$ cat src/rtl/tqvp_pwm_multichannel.sv
// tqvp_pwm_multichannel: multi-channel PWM with prescaler, edge/center counting and double-buffered duty/TOP
module tqvp_pwm_multichannel #(
  parameter int CHANNELS = 4,
  parameter int WIDTH = 8
) (
  input  logic       clk,
  input  logic       rst_n,
  input  logic [7:0] ui_in,
  output logic [7:0] uo_out,
  input  logic [3:0] address,
  input  logic       data_write,
  input  logic [7:0] data_in,
  output logic [7:0] data_out
);
  logic [WIDTH-1:0] r_duty [CHANNELS];
  logic [WIDTH-1:0] r_act_duty [CHANNELS];
  logic [WIDTH-1:0] r_top, r_act_top, r_cnt, w_cnt_nxt, w_wdata;
  logic [7:0] r_presc, r_pc;
  logic r_en, r_mode, r_dir, r_pef;
  logic [CHANNELS-1:0] r_pol, r_out;
  logic w_tick, w_top, w_down, w_flat, w_dir_nxt, w_bnd, w_load, w_clr, w_unused;
  assign w_unused = ^ui_in;
  assign w_wdata = data_in[WIDTH-1:0];
  assign w_tick = r_en && (r_pc == r_presc);
  assign w_top = (r_cnt >= r_act_top);
  assign w_down = r_dir || w_top;
  // Edge mode and center mode with TOP=0 both wrap straight to 0 at TOP
  assign w_flat = !r_mode || (r_act_top == '0);
  assign w_cnt_nxt = w_flat ? (w_top ? '0 : r_cnt + 1'b1) : (w_down ? r_cnt - 1'b1 : r_cnt + 1'b1);
  assign w_dir_nxt = w_flat ? 1'b0 : (w_down ? (w_cnt_nxt != '0) : (w_cnt_nxt == r_act_top));
  assign w_bnd = w_flat ? w_top : (w_down && r_cnt == WIDTH'(1));
  assign w_load = !r_en || (w_tick && w_bnd);
  assign w_clr = data_write && address == 4'hC && data_in[0];
  always_ff @(posedge clk) begin
    if (!rst_n) begin
      for (int n = 0; n < CHANNELS; n++) begin
        r_duty[n] <= '0;
        r_act_duty[n] <= '0;
      end
      r_top <= '1;
      r_act_top <= '1;
      r_presc <= '0;
      r_pc <= '0;
      r_cnt <= '0;
      r_en <= 1'b0;
      r_mode <= 1'b0;
      r_dir <= 1'b0;
      r_pef <= 1'b0;
      r_pol <= '0;
      r_out <= '0;
    end else begin
      for (int n = 0; n < CHANNELS; n++)
        if (data_write && address == 4'(n)) r_duty[n] <= w_wdata;
      if (data_write && address == 4'h8) r_top <= w_wdata;
      if (data_write && address == 4'h9) r_presc <= data_in;
      if (data_write && address == 4'hA) {r_mode, r_en} <= data_in[1:0];
      if (data_write && address == 4'hB) r_pol <= data_in[CHANNELS-1:0];
      r_pef <= (w_tick && w_bnd) || (r_pef && !w_clr);
      if (!r_en) begin
        r_pc <= '0;
        r_cnt <= '0;
        r_dir <= 1'b0;
      end else if (w_tick) begin
        r_pc <= '0;
        r_cnt <= w_cnt_nxt;
        r_dir <= w_dir_nxt;
      end else begin
        r_pc <= r_pc + 1'b1;
      end
      // A live mode switch keeps CNT but restarts the direction as up
      if (data_write && address == 4'hA && data_in[1] != r_mode) r_dir <= 1'b0;
      if (w_load) begin
        r_act_top <= r_top;
        for (int n = 0; n < CHANNELS; n++) r_act_duty[n] <= r_duty[n];
      end
      for (int n = 0; n < CHANNELS; n++)
        r_out[n] <= (r_en && (r_cnt < r_act_duty[n])) ^ r_pol[n];
    end
  end
  always_comb begin
    uo_out = '0;
    for (int i = 0; i < 8; i++) uo_out[i] = r_out[i % CHANNELS];
  end
  always_comb begin
    data_out = '0;
    for (int n = 0; n < CHANNELS; n++)
      if (address == 4'(n)) data_out = 8'(r_duty[n]);
    case (address)
      4'h8: data_out = 8'(r_top);
      4'h9: data_out = r_presc;
      4'hA: data_out = {6'd0, r_mode, r_en};
      4'hB: data_out = 8'(r_pol);
      4'hC: data_out = {7'd0, r_pef};
      4'hD: data_out = 8'(r_cnt);
      default: ;
    endcase
  end
endmodule

$ cat config.mk
export PLATFORM = sky130hd
export DESIGN_NAME = tqvp_pwm_multichannel
export DESIGN_NICKNAME = d
export VERILOG_FILES = /design/src/rtl/tqvp_pwm_multichannel.sv
export SDC_FILE = /design/constraint.sdc
export NUM_CORES = 1
export LEC_CHECK = 0
export BUFFER_PORTS_ARGS = -buffer_cell sky130_fd_sc_hd__buf_2
export CORE_MARGIN = 3
export CORE_UTILIZATION = 40
export CTS_CLUSTER_SIZE = 8
export DETAILED_ROUTE_END_ITERATION = 7
export HOLD_SLACK_MARGIN = 0.03
export PLACE_DENSITY = 0.66
export SLEW_MARGIN = 40
export SYNTH_ARGS = -nofsm -noshare
export SYNTH_HDL_FRONTEND = slang
export SYNTH_SLANG_ARGS = --single-unit
$ cat constraint.sdc
create_clock -name clk -period 3.6 [get_ports clk]
set_input_delay 0.36 -clock clk [delete_from_list [all_inputs] [get_ports clk]]
set_output_delay 0.36 -clock clk [all_outputs]
set_load 0.02 [all_outputs]
==> results of run 1 <==
[per-stage QoR]
step | setup WS, ns | cell area, µm² | hold slack, ns | power (mW) | cells
detailed placement | 0.5217 | 6887 | 0.4946 | 1.735 | 866
floorplan | 0.3744 | 6513 | 0.4506 | 1.650 | 640
finish | 0.4526 | 7465 | 0.2353 | 3.335 | 898
global route | 0.2950 | 7465 | 0.2638 | 3.458 | 898
global placement | 0.5489 | 6887 | 0.4777 | 1.729 | 866
CTS | 0.4946 | 7462 | 0.2283 | 3.364 | 898
[cell type report]
cell class	instances	area (µm²)	share of cell area
multi-input combinational	449	3231	0.4328
tap	211	264.0	0.03537
timing repair buffer	45	262.8	0.03520
clock buffer	23	500.5	0.06705
sequential	116	2963	0.3969
inverter	45	168.9	0.02263
clock inverter	9	75.07	0.01006
[power breakdown]
part	switching, mW	internal (mW)
registers	0.0273	1.45
logic	0.138	0.0953
clock network	0.583	1.04
total	0.749	2.59
[worst min-delay path, delay by kind of cell]
family	cells	cell delay, ns
AND/OR/NAND/NOR	2	0.13
buffers and inverters	1	0.13
[cell families after synthesis]
family / synth area share
XOR/XNOR: 0.03230
AO/OA/AOI/OAI: 0.1236
AND/OR/NAND/NOR: 0.1965
multiplexers: 0.06595
adder cells (fa/ha/maj): 0.07691
flip-flops: 0.4553
buffers and inverters: 0.04941
[final timing paths]
kind | from | to | slack [ns]
worst min-delay path | data_in[6] | r_top[6]$_SDFFE_PN1P_ | 0.24
worst min register to register | r_top[1]$_SDFFE_PN1P_ | r_act_top[1]$_SDFFE_PN1P_ | 0.50
worst max register to register | r_act_top[2]$_SDFFE_PN1P_ | r_dir$_SDFFE_PP0P_ | 0.45
worst max-delay path | r_act_top[2]$_SDFFE_PN1P_ | r_dir$_SDFFE_PP0P_ | 0.45
[layer usage]
layer	vias up	part of all wire
met2	180	0.47
met4	0	0.029
met3	36	0.058
li1	2375	-
met1	2352	0.44
met5	-	0
[cells in the mapped netlist, drive strengths merged (3+ instances only)]
| master | instances |
|---|---|
| a211oi | 4 |
| a21o | 17 |
| a21oi | 25 |
| a221o | 7 |
| a22o | 3 |
| a22oi | 3 |
| a31oi | 3 |
| and2 | 41 |
| and3 | 38 |
| buf | 6 |
| clkbuf | 24 |
| dfxtp | 52 |
| edfxtp | 64 |
| ha | 40 |
| inv | 45 |
| mux2i | 26 |
| mux4 | 7 |
| nand2 | 42 |
| nand2b | 10 |
| nand3 | 27 |
| nand4 | 4 |
| nor2 | 40 |
| nor2b | 18 |
| nor3 | 8 |
| nor4 | 5 |
| o21a | 3 |
| o21ai | 16 |
| o221ai | 4 |
| o22a | 8 |
| o22ai | 3 |
| xnor2 | 17 |
| xor2 | 7 |
[registers in the layout (all words and copies together), names as in the netlist]
register,flops
r_act_top,8
r_mode,1
r_top,8
r_presc,8
r_pef,1
r_act_duty,32
r_duty,32
r_pol,4
r_pc,8
r_en,1
r_dir,1
r_out,4
r_cnt,8
==> results.ini, run 1 <==
[min_path]
min_path_cells=3
min_path_type=in -> reg

[synthesis]
yosysTopAreaCell=edfxtp_1
syn_nets=703
seq_area_frac_synth=0.4553
synth_top_area_share=0.2953
synth-seq-cells=116
synthFlopType=edfxtp_1
ys_types=62
synth.area.top_cells=edfxtp_1 30%, dfxtp_1 16%, ha_1 7.7%, mux2i_1 4.0%, and2_1 3.7%
netlist_area_mm2=0.006507
async_flop_share=0
postSynthAreaPerCell_um2=10.17
synthCells=640
synth_edf_count=64
yosysWarnings=0

[worst_setup_path]
cp.depth=11
cpPeakStageDelay_ns=0.56
cp.arrival_ns=3.47
startpoint_type=flop
cp.required_ns=3.92
path_class=reg -> reg
worstPathMaxFanout=5
critPathSlowestCell=a221oi_1
cp_top_family=compound AO/OA/AOI/OAI gates
endpoint_kind=flop
ff2ff_path_depth=11
crit_chain=inv_1, ha_1, a211oi_2, o21ai_2, a2111o_1, and2_4, a221oi_1, nor3_1, nor3_1, nand4_1, a221oi_1
cp_num_buf_inv=1

[routing]
vias_per_cell=5.504
vias=4943
drt_iter0_markers=393
wl_um=16350
ant_nets=0
drc_errors=0
drtPass1Iterations=5
wl_per_cell_um=18.20

[clock_network]
clk_latency_ns=0.42
cts_inserted_buffers=17
clockBufferDepth=2
h-tree-depth=4
cts.sinks=116
clkTransAtPathRegs_ns=0.05
cts_tree=done
cts-root-buf=clkbuf_16
hold_buffers=0
postCtsSetupRepairBufs=0
cts_resized=0

[job]
cap_violations=0

[floorplanning]
fp.dieW_um=133.6
start_util=0.4188
die_h_um=133.6
core_area_mm2=0.01554
die_area_mm2=0.01784
io_pins=39
rows=45

[placement]
gp_congestion=0.8724
port_buffers=30
place_hpwl_um=11940

[global_route]
grt_pass1_vias=4871
grt_max_degree=52
grt_pass1_wl_um=26020
overflow=0
grt_busiest_layer=met2
use_met1=0.2425
grt_util_all_layers=0.1899
use_met2=0.3022
antenna_found_initial=0
use_met3=0.05400

[sta]
post-route-period-util=0.8743
final_max_slew_viol_count=0
min_period_ns=3.147
setup_viol=0
max_clock_freq_ghz=0.3177
hold_violations=0
tns_ns=0
fin_skew_ns=0.007641
rsz0062_at_grt=no
relSlewSlack=0.4823
worst_slew_pin_slew_ns=0.7706

[finish]
final_common_cell=edfxtp_1
drive_gt1_frac=0.1470
num-nets-final=737
area_growth_pct=14.71
final_util=0.4804
final_cell_mix=64 x edfxtp_1, 52 x dfxtp_1, 45 x inv_1
num_antenna_cells=0
n_fill_cell=1448

[power_and_ir_drop]
powerDensity_mw_per_mm2=446.8
leakage_nw=3.192
irDropWorstVdd_mv=0.3433

[outcome]
status=finished, final reports clean

Power figures use the tool's default switching activity.
==> run 2: changes to the inputs <==
Settings changed: CORE_MARGIN 3 to unset, PLACE_DENSITY 0.66 to 0.59.
==> run 2 against run 1 <==
  * Clock-buffer cell count decreased by 1
  * Combinational power about the same
  * Critical path depth unchanged
  * Sequential share of layout area increased by 0.22 points
  * Fmax increased by 2.3%
  * First-iteration DRC count increased by 3.6%
  * Flip-flop and latch count unchanged
  * Power decreased by 4.4%
  * Critical path type unchanged
  * Largest power group is now sequential cells
==> results.ini, run 2 (synthesis gave the netlist of run 1 again) <==
[sta]
finalWorstSetupSlack_ns=0.5243
final_max_slew_viol_count=0
max_clock_freq_ghz=0.3251
worst_slew_pin_slew_ns=0.7186
hold_slack_ns=0.2621
post-route-period-util=0.8544
min_period_ns=3.076
setup_viol=0
hold_violations=0
fin_skew_ns=0.006083
tns_ns=0
rsz0062_at_grt=no
relSlewSlack=0.5173

[placement]
place_hpwl_um=12030
gp_congestion=0.8799
port_buffers=30
dp_slack_ns=0.5718

[routing]
drtPass1Iterations=5
wl_per_cell_um=17.84
ant_nets=0
wl_um=16110
vias=4868
drc_errors=0
vias_per_cell=5.391
drt_iter0_markers=407

[clock_network]
cts.sinks=116
postCtsSetupRepairBufs=0
cts-root-buf=clkbuf_16
clk_latency_ns=0.41
h-tree-depth=4
clockBufferDepth=2
cts_resized=0
hold_buffers=0
cts_tree=done
cts_inserted_buffers=17
clkTransAtPathRegs_ns=0.05

[floorplanning]
start_util=0.4097
io_pins=39
core_area_mm2=0.01589
die_h_um=129.6
fp.dieW_um=129.6
rows=46
die_area_mm2=0.01678

[global_route]
antenna_found_initial=0
grt_util_all_layers=0.2035
overflow=0
grt_pass1_vias=4727
grt_max_degree=44
grt_pass1_wl_um=25360

[finish]
final_cell_mix=64 x edfxtp_1, 52 x dfxtp_1, 45 x inv_1
num-nets-final=738
final_util=0.4673
n_fill_cell=1510
drive_gt1_frac=0.1368
reg_top3=r_act_duty x32, r_duty x32
area_growth_pct=14.07
num_antenna_cells=0
final_common_cell=edfxtp_1

[power_and_ir_drop]
powerDensity_mw_per_mm2=429.3
leakage_nw=3.162
total_power_mw=3.187
irDropWorstVdd_mv=0.2561

[worst_setup_path]
critPathSlowestCell=a2111o_1
timing.critical_path.mode_cell=nand2_1
cpPeakStageDelay_ns=0.41
startpoint_type=flop
path_class=reg -> reg
worstPathMaxFanout=10
crit_chain=inv_1, ha_1, a211oi_2, o21ai_2, a2111o_1, and2_4, a41o_2, nand3_1, nand2_1, nand2_1, nor2_1
cp.arrival_ns=3.22
cp.required_ns=3.75
endpoint_kind=flop

[min_path]
min_path_type=in -> reg

[outcome]
status=finished, final reports clean

[job]
cap_violations=0

-- run 2: critical path: cells and delay by family (launching register included) --
kind	cells	cell delay, ns
DFF	1	0.36
adders and majority gates	1	0.33
and+or+nand+nor	5	1.04
buffers and inverters	1	0.08
AOI/OAI and AO/OA	4	1.00
-- run 2: stage by stage --
step / cell area (µm²) / std cells
global placement: 6913 / 872
detailed placement: 6913 / 872
finish: 7423 / 903
global route: 7423 / 903
CTS: 7421 / 903
floorplan: 6513 / 640
-- run 2: path summary, 6_finish.rpt --
kind | slack, ns | depth (start not counted) | start | endpoint
max | 0.52 | 11 | r_act_top[2]$_SDFFE_PN1P_ | r_act_duty[2][0]$_SDFFCE_PN0P_
min | 0.26 | 3 | data_in[7] | r_top[7]$_SDFFE_PN1P_
max reg2reg | 0.52 | 11 | r_act_top[2]$_SDFFE_PN1P_ | r_act_duty[2][0]$_SDFFCE_PN0P_
min reg2reg | 0.50 | 2 | r_pef$_SDFF_PN0_ | r_pef$_SDFF_PN0_
-- run 2: power breakdown --
| group | total [mW] | internal, mW | switching [mW] |
|---|---|---|---|
| logic | 0.235 | 0.0958 | 0.139 |
| registers | 1.48 | 1.45 | 0.0273 |
| clock network | 1.47 | 0.925 | 0.550 |
-- run 2: cell type report --
class / instances / area, µm² / area share
clock buffers: 22 / 444.2 / 0.05983
inverters: 45 / 168.9 / 0.02275
well taps: 216 / 270.3 / 0.03641
multi-input cells: 449 / 3231 / 0.4352
repair buffers: 46 / 282.8 / 0.03809
clock inverters: 9 / 63.81 / 0.008596
flip-flops and latches: 116 / 2963 / 0.3991
-- run 2: layer usage --
| metal | GRT usage | wire length, µm | vias up |
|---|---|---|---|
| met3 | 0.03716 | 800 | 20 |
| met5 | 0 | 0 | - |
| met2 | 0.3305 | 7609 | 143 |
| met4 | 0.08276 | 332 | 0 |
| li1 | - | - | 2372 |
| met1 | 0.2681 | 7366 | 2333 |
==> run 3: changes to the inputs <==
Settings changed: ABC_AREA set to 1, PLACE_DENSITY 0.59 to 0.6, SKIP_LAST_GASP set to 1.
==> run 3 against run 2 <==
  * Combinational power shrank 9.4%
  * Worst setup slack improved by 0.38 ns
  * Wire length up 3.4%
  * Clock power increased by 22%
  * Synthesized area shrank 2.7%
  * Critical path type unchanged
  * Sequential share of layout area grew 0.15 points
  * Highest routed layer unchanged
  * Final cell count up 14%
  * Clock-buffer cell count decreased by 5
==> results.ini, run 3 <==
[min_path]
min_path_type=in -> reg

[clock_network]
clockBufferDepth=2
cts_inserted_buffers=17
cts_resized=0
postCtsSetupRepairBufs=0
hold_buffers=0
cts_tree=done
cts-root-buf=clkbuf_16
h-tree-depth=4
clk_latency_ns=0.43
clkTransAtPathRegs_ns=0.06
cts.sinks=116

[sta]
post-route-period-util=0.7497
tns_ns=0
relSlewSlack=0.6110
min_period_ns=2.699
rsz0062_at_grt=no
max_clock_freq_ghz=0.3705
setup_viol=0
worst_slew_pin_slew_ns=0.5820
hold_violations=0
final_max_slew_viol_count=0
fin_skew_ns=0.01823

[worst_setup_path]
crit_chain=clkinv_1, ha_1, nand2_1, nor2_1, nor2_1, nand2_1, nand2_1, nand3_2, nand2_2, o21ai_0, nand2_2, nand2_2, buf_4
endpoint_kind=flop
critPathSlowestCell=dfxtp_1
cp_num_buf_inv=2
cp.required_ns=3.73
path_class=reg -> reg
startpoint_type=flop
cp_top_family=simple AND/OR/NAND/NOR gates
cp.arrival_ns=2.83
cpPeakStageDelay_ns=0.50
worstPathMaxFanout=15

[global_route]
grt_pass1_wl_um=26940
grt_util_all_layers=0.2191
antenna_found_initial=0
grt_pass1_vias=5274
overflow=0
grt_max_degree=36

[placement]
gp_congestion=0.8991
placedCellCount=994
port_buffers=30
place_hpwl_um=12600

[synthesis]
synthCells=756
synth_top_area_share=0.3036
seq_area_frac_synth=0.4681
async_flop_share=0
syn_nets=819
synth.area.top_cells=edfxtp_1 30%, dfxtp_1 16%, ha_1 7.9%, inv_1 7.7%, nand2_1 6.6%
postSynthAreaPerCell_um2=8.373
yosysTopAreaCell=edfxtp_1
synth_edf_count=64
synth.most_common_cell=inv_1
yosysWarnings=0
synth-seq-cells=116
ys_types=38
ys_top_cells_by_count=130 x inv_1, 112 x nand2_1, 102 x nor2_1
synthFlopType=edfxtp_1
netlist_area_mm2=0.006330

[power_and_ir_drop]
irDropWorstVdd_mv=0.3687
leakage_nw=3.450
powerDensity_mw_per_mm2=470.8

[routing]
vias_per_cell=5.229
wl_um=16660
drt_iter0_markers=368
wl_per_cell_um=16.24
drtPass1Iterations=5
vias=5365
ant_nets=0
drc_errors=0

[floorplanning]
rows=45
fp.dieW_um=127.8
io_pins=39
start_util=0.4133
die_h_um=127.8
core_area_mm2=0.01531
die_area_mm2=0.01633

[outcome]
status=finished, final reports clean

[finish]
drive_gt1_frac=0.1202
final_cell_mix=130 x inv_1, 112 x nand2_1, 102 x nor2_1
instances_no_fill=1026
num-nets-final=865
area_growth_pct=16.84
final_common_cell=inv_1
num_antenna_cells=0
reg_top3=r_act_duty x32, r_duty x32

[job]
cap_violations=0

-- run 3: cell count changes after synthesis, moves of 17 or more --
cell / previous run / this run
nor2b_1: 18 / 0
a21oi_1: 24 / 47
o21ai_0: 14 / 40
o211ai_1: 1 / 19
nor2_1: 40 / 102
mux2i_1: 26 / 0
inv_1: 45 / 130
clkbuf_1: 22 / 5
nand2_1: 41 / 112
and3_1: 35 / 0
and2_1: 38 / 0
-- run 3: cell type report --
cell class,instances,area [µm²]
Clock buffer,17,425.4
Multi-Input combinational cell,483,2734
Inverter,138,518.0
Fill cell,1516,7919
Timing Repair Buffer,46,295.3
Clock inverter,15,196.4
Sequential cell,116,2963
Tap cell,211,264.0
-- run 3: kinds of logic after synthesis --
group / count (synthesis) / synth area share
xor gates and xnor gates: 14 / 0.01937
and+or+nand+nor: 279 / 0.1860
AOI/OAI and AO/OA: 150 / 0.1475
buffers and inverters: 157 / 0.1000
adders and majority gates: 40 / 0.07907
DFF: 116 / 0.4681
-- run 3: worst paths after layout --
path                                            start                             end  slack (ns)  cells past startpoint
worst max register to register  r_cnt[0]$_SDFFE_PN0P_  r_act_duty[3][1]$_SDFFCE_PN0P_        0.90                     13
worst min-delay path                       data_in[5]         r_presc[5]$_SDFFE_PN0P_        0.24                      3
worst min register to register       r_pef$_SDFF_PN0_                r_pef$_SDFF_PN0_        0.47                      2
worst max-delay path            r_cnt[0]$_SDFFE_PN0P_  r_act_duty[3][1]$_SDFFCE_PN0P_        0.90                     13
-- run 3: power by group --
part           leakage, nW  internal [mW]  switching [mW]  total (mW)
registers             1.10           1.45          0.0215        1.47
logic                 2.05         0.0689           0.145       0.213
clock network        0.307           1.11           0.688        1.80
total                 3.45           2.63           0.854        3.48
-- run 3: routing by layer --
metal / up-vias / part of all wire / global-route usage
li1: 2618 / - / -
met1: 2533 / 0.46 / 0.2869
met2: 176 / 0.46 / 0.3517
met3: 38 / 0.059 / 0.04341
met4: 0 / 0.027 / 0.09550
met5: - / 0 / 0
-- run 3: worst min-delay path: cells and delay by family --
kind	cells	cell delay (ns)
buf+inv	1	0.09
compound gates	2	0.18
-- run 3: stage by stage --
stage | util | hold slack [ns] | instance area [µm²] | power [mW] | setup WS, ns
finish | 0.4829 | 0.2390 | 7396 | 3.482 | 0.9010
global route | 0.4829 | 0.2544 | 7396 | 3.585 | 0.6270
CTS | 0.4829 | 0.2369 | 7396 | 3.498 | 0.8891
detailed placement | 0.4423 | 0.4612 | 6774 | 1.709 | 0.9075
global placement | 0.4423 | 0.4570 | 6774 | 1.702 | 0.8569
floorplan | - | 0.4410 | 6330 | 1.629 | 1.060
